## config.mk

```make
export PLATFORM = sky130hd
export DESIGN_NAME = uart_tx_fifo
export DESIGN_NICKNAME = d
export VERILOG_FILES = /design/src/rtl/uart_tx_fifo.sv
export SDC_FILE = /design/constraint.sdc
export NUM_CORES = 1
export LEC_CHECK = 0
export CORE_MARGIN = 5
export CORE_UTILIZATION = 44
export DETAILED_ROUTE_END_ITERATION = 10
export PLACE_DENSITY_LB_ADDON = 0.12
export SLEW_MARGIN = 20
export SYNTH_ARGS = -nofsm -noshare
export SYNTH_HDL_FRONTEND = slang
export SYNTH_SLANG_ARGS = --single-unit
```

## constraint.sdc

```tcl
create_clock -name clk -period 2.65 [get_ports clk]
set_input_delay 0.265 -clock clk [delete_from_list [all_inputs] [get_ports clk]]
set_output_delay 0.265 -clock clk [all_outputs]
set_load 0.02 [all_outputs]
```

## src/rtl/uart_tx_fifo.sv

```systemverilog
// Show-ahead byte FIFO between a host writer and a UART transmitter.
// Head byte is presented combinationally; occupancy flags derive from the registered count.
module uart_tx_fifo #(
    parameter int DATA_WIDTH = 8,
    parameter int DEPTH      = 16,
    parameter int AF_THRESH  = 12
) (
    input  logic                       clk,
    input  logic                       rst,
    input  logic                       flush,
    input  logic [DATA_WIDTH-1:0]      s_data,
    input  logic                       s_valid,
    output logic                       s_ready,
    output logic [DATA_WIDTH-1:0]      m_data,
    output logic                       m_valid,
    input  logic                       m_ready,
    output logic [$clog2(DEPTH+1)-1:0] count,
    output logic                       empty,
    output logic                       full,
    output logic                       almost_full
);

    localparam int PTR_W = $clog2(DEPTH);
    localparam int CNT_W = $clog2(DEPTH+1);

    logic [DATA_WIDTH-1:0] mem [DEPTH];
    logic [PTR_W-1:0]      wr_ptr;
    logic [PTR_W-1:0]      rd_ptr;
    logic [CNT_W-1:0]      count_r;
    logic                  wr_en;
    logic                  rd_en;

    assign empty       = (count_r == '0);
    assign full        = (count_r == CNT_W'(DEPTH));
    assign almost_full = (count_r >= CNT_W'(AF_THRESH));
    assign count       = count_r;

    // s_ready masks on rst so no write can slip in during reset.
    assign s_ready = !full && !rst;
    assign m_valid = !empty;
    assign m_data  = mem[rd_ptr];

    assign wr_en = s_valid && s_ready;
    assign rd_en = m_valid && m_ready;

    always_ff @(posedge clk) begin
        if (rst || flush) begin
            wr_ptr  <= '0;
            rd_ptr  <= '0;
            count_r <= '0;
        end else begin
            if (wr_en)
                wr_ptr <= wr_ptr + PTR_W'(1);
            if (rd_en)
                rd_ptr <= rd_ptr + PTR_W'(1);
            if (wr_en && !rd_en)
                count_r <= count_r + CNT_W'(1);
            else if (rd_en && !wr_en)
                count_r <= count_r - CNT_W'(1);
        end
    end

    // Storage is never cleared; only the pointers define what is valid.
    always_ff @(posedge clk) begin
        if (wr_en && !flush)
            mem[wr_ptr] <= s_data;
    end

endmodule

```

# --- Word-level counts from Yosys, hierarchy flattened ---
# Memory sizes are Yosys's and may differ from the RTL's. A register that Yosys moved wholly into a read port is not among the register bits.
# Index checks and enable logic that the tools add are counted.
classes:
  add_sub_neg: 4
  magnitude_cmp: 1
  n_eq_ne: 1
  muxes: 6
  reduce_logical: 15
ops:
  columns: ["op", "n"]
  rows:
  - ["two-way mux 5 bit", 2]
  - ["adder 4 x 1 -> 4 bit (second input constant)", 2]
  - ["two-way mux 4 bit", 2]
  - ["logical AND 1 bit", 6]
  - ["logical NOT 1 bit", 6]
  - ["adder 5 x 1 -> 5 bit (second input constant)", 1]
  - ["equality test 5 bit (second input constant)", 1]
  - [">= comparator 5 x 4 -> 1 bit (second input constant)", 1]
  - ["logical NOT 5 bit", 1]
  - ["subtractor 5 x 1 -> 5 bit (second input constant)", 1]
  - ["two-way mux 1 bit", 2]
  - ["nonzero test 2 bit", 1]
  - ["logical OR 1 bit", 1]
totals:
  ff_bits: 13
  mem_bits_rw: 128
  input_bits: 13
  out_inout_bits: 18
  elab_cells: 31
  mem_count: 1
mem_list:
  columns: ["name", "depth", "word_bits", "read_ports", "rd_ports_with_merged_regs", "write_ports", "line", "text"]
  rows:
  - ["mem", 16, 8, 1, 1, 1, "26", "logic [DATA_WIDTH-1:0] mem [DEPTH];"]

# --- Logic depth before layout (Yosys ltp) ---
depth:
  ltp_word: 8
  depth_mapped: 9
  mapped_depth_nobuf: 9

# --- Worst setup path after synthesis ---
# No wires, ideal clock.
synth_timing:
  path_kind: "reg-to-reg"
  from: "reg count_r[0], in the netlist count[0]"
  to: "reg count_r[4], in the netlist count[4]"
  setup_ns: 0.057
  arrival_ns: 2.500
  path_slack_ns: 0.092
  path_stages_with_launch: 10
  n_path_buf: 0
  period_less_slack_ns: 2.558
  path_cell_list: "dfxtp_1 or4_4 o21ai_4 ha_1 inv_1 ha_1 a21oi_1 a211o_1 a211oi_1 a31o_2"
synth_between:
  elab_chain_len: 7
synth_lines:
  columns: ["item", "line", "text"]
  rows:
  - ["start: declaration", "29", "logic [CNT_W-1:0] count_r;"]
  - ["start signal: assignment", "57", "count_r <= count_r + CNT_W'(1);"]
  - ["start signal: assignment", "59", "count_r <= count_r - CNT_W'(1);"]
  - ["parallel branches: the longest is 7 deep, another holds subtractor 5 x 1 -> 5 bit", null, null]
# Parallel ways; which one is timed is not known. The select of a mux whose other input is x is not followed.
# A chain may end at the register's enable or synchronous reset.

# --- Worst setup path in the final report ---
layout_timing:
  from: "reg count_r[1], in the netlist count[1]"
  to: "out full"
layout_between:
  elab_chain_len: 1
layout_lines:
  columns: ["item", "line", "text"]
  rows:
  - ["equality test 5 bit", "34", "assign full = (count_r == CNT_W'(DEPTH));"]
  - ["end: declaration", "19", "output logic full,"]
# Every way passes these cells.

==> results.md <==
- Final ANT Viol Nets: 0
- Synth Area in XOR/XNOR: 1.20%
- Maxcap violations: 0
- Mux contribution to synthesized area: between 10% and 20%
- R2R Setup Slk: 0.19 ns
- Die height: around 120 um
- Post-synth cell types: 35
- Leak: approximately 2.4 nW
- Largest family of logic cells by synthesized area: multiplexers
- Max Clk Rate: roughly 390 MHz
- Sequential area share after synthesis: 71.9%
- Slew at the pin with the worst max-slew slack: a little over 0.6 ns
- Syn nets: ~340
- Min cycle time layout: roughly 2.5 ns
- Congestion Overflow GR: 0
- Crit path required time: approximately 2.4 ns
- RSZ-0062 raised after global routing: no
- Insertion delay to the later sink of the worst-skew pair: around 0.42 ns
- First drt pass iteration count: 4
- P_sw: about 1.2 mW
- Logic pwr share: ~10%
- CTS sink cnt: 145
- Site row count: 42
- Pin count of the biggest net entering global routing: 33
- R2R Path End: count[4]
- RD Place Congestion: approximately 0.8
- CTS Root Cell: clkbuf_16
- Crit path DAT: 2.27 ns
- Via density: about 5.4
- Final wirelength: ~12 mm
- Via count: around 3000
- Initial core utilization: 44.5%
- Syn avg cell area: 18.4 um^2
- Final nets: 397
- Vias in the first global route: around 3200
- Post-synthesis simple-gate area fraction: 5.72%
- Final-report max-slew violation count: 0
- Switching Fraction: between 20% and 30%
- Final setup fails: 0
- H-Tree Depth: 4
- CTS tree: yes
- Most frequent cells in the layout: edfxtp_1, mux4_2, clkdlybuf4s50_1
- Initial antenna violation count: 0
- Crit path capture type: output pin
- Most common cell after layout, fill and taps aside: edfxtp_1
- CP Class: register to output pin
- Final Power: between 5 and 6 mW
- DP HPWL: between 7 and 8 mm
- Status: finished clean
- Reg2reg start: count[1]
- Post-Synth Adder-Cell Area: 2.49%
- WL/cell: around 21 um
- GRT Total Usage: ~16%
- Layout Utilization: between 50% and 60%
- Internal power: between 4 and 5 mW
- Final Hold Fails: 0
- # DRC: 0
- DRT iter0 DRCs: 287
- Worst ir drop on vdd: about 0.41 mV
- Top_reg_cell synth: edfxtp_1
- Worst slew margin: about three fifths
- Clock network fraction of total power: ~45%
- Filler cell count in the final layout: about 1000
- Cts hold-fix bufs: 0
- #FFs+latches synth: around 150
- Synth warnings: 0
- Worst-path clk slew: around 0.060 ns
- Boundary pin count: 31
- CTS buffer count: 17
- Ant. Diodes: 0
- Post-synth EDFFs: 128
- Worst Setup SP: count[1]
- Worst Min Path Start: rd_ptr[3]
- Gate count after technology mapping: between 300 and 400
- I/O Buffers: 30
- Die area: about 0.016 mm^2
- Post-Route Setup TNS: 0 ns
- Register share of total power: 45.5%
- Async S/R FF share, synth: 0%
- Post-Syn Area: around 0.0058 mm^2
- Clock tree buffer depth: 2
- Hold WS: 0.545 ns
- Worst reg-to-reg path cell count: 9
- Hold WC Path Type: register to register
- Fin crit share: 95.6%
- Die width: between 100 and 150 um
- Fraction of layout cells with a size suffix above 1: around a quarter
- Area growth, synth to finish: 22.2%
- Std-Cell Core Area: between 0.01 and 0.015 mm^2
- First-pass GRT wire length: roughly 19 mm
- Skew final: 0.00606 ns
- Pwr dens: a little under 800 mW/mm^2
- Synth Area in Compound Gates: between 4 and 5%
- Crit path launch type: register
- Setup crit end: full
- Worst-path maximum fanout: 6
## per-layer routing
| layer | wire length, um | up-vias | global-route usage [%] |
|---|---|---|---|
| li1 | - | 1384 | - |
| met5 | 0 | - | 0 |
| met4 | 172 | 0 | 5.55 |
| met1 | 5290 | 1563 | 21.1 |
| met2 | 5920 | 55 | 25.6 |
| met3 | 431 | 13 | 5.25 |
## power groups by stage
stage | logic (mW) | clock network [mW] | registers (mW)
final | 0.555 | 2.49 | 2.54
after global routing | 0.607 | 2.67 | 2.54
after CTS | 0.548 | 2.55 | 2.54
after detailed placement | 0.553 | 0 | 2.58
after global placement | 0.548 | 0 | 2.58
after floorplan | 0.323 | 0 | 2.58
## worst max-delay path: stages (launching register included)
cell and delay (ns):
dfxtp_2 0.35, or4_4 0.58, buf_4 0.16, nor2_2 0.14, clkdlybuf4s50_1 0.63
## timing repair
item                                    in CTS  in global routing
pin swaps                                    0                  1
endpoints found under the setup margin       8                  1
cloned                                       0                  0
gates resized for setup                      9                  5
setup buffers                                0                  1
## state kept, by name, summed over array words and instances (netlist names), named ones only
signal	count
wr_ptr	4
rd_ptr	4
count	5
mem	128
## worst min-delay path by stage
stage                endpoint  slack [ns]  depth (start not counted)
floorplan           mem[0][0]        0.36                          0
global placement    rd_ptr[3]        0.53                          2
detailed placement  rd_ptr[3]        0.52                          2
CTS                 rd_ptr[3]        0.55                          2
global route        rd_ptr[2]        0.60                          2
finish              rd_ptr[3]        0.54                          2
## final cells by class
type / instances / area, um^2 / share of cell area, %
Clock buffer: 22 / 464 / 6.53
Clock inverter: 10 / 159 / 2.24
Inverter: 9 / 33.8 / 0.475
Multi-Input combinational cell: 149 / 1560 / 21.9
Sequential cell: 145 / 4190 / 58.9
Tap cell: 176 / 220 / 3.10
Timing Repair Buffer: 51 / 485 / 6.83
## logic make-up (layout without fill, tap and decap cells)
logic type | after synthesis | count (layout)
fa+ha+maj | 11 | 11
flops | 145 | 145
xor+xnor | 8 | 8
buf+inv | 23 | 92
simple gates | 64 | 64
compound gates | 32 | 32
mux | 34 | 34
## metrics by stage
stage | worst slack (ns) | cells | cell area (um^2)
CTS | 0.0631 | 561 | 7080
detailed placement | 0.0595 | 529 | 6460
global route | 0.0205 | 562 | 7110
finish | 0.117 | 562 | 7110
global placement | 0.0916 | 529 | 6460
floorplan | 0.0922 | 317 | 5820
## Yosys cell counts, types with 4 or more instances
cell / number / area [um^2]
edfxtp_1: 128 / 3840
mux4_2: 32 / 721
nor2_1: 20 / 75.1
and3_1: 17 / 106
dfxtp_1: 17 / 340
a22oi_1: 16 / 120
nand2_1: 14 / 52.6
ha_1: 10 / 125
inv_1: 9 / 33.8
a21oi_1: 6 / 30.0
clkbuf_1: 6 / 22.5
xor2_1: 6 / 52.6
buf_1: 4 / 15.0
No activity file was read; power rests on OpenSTA's default activity.
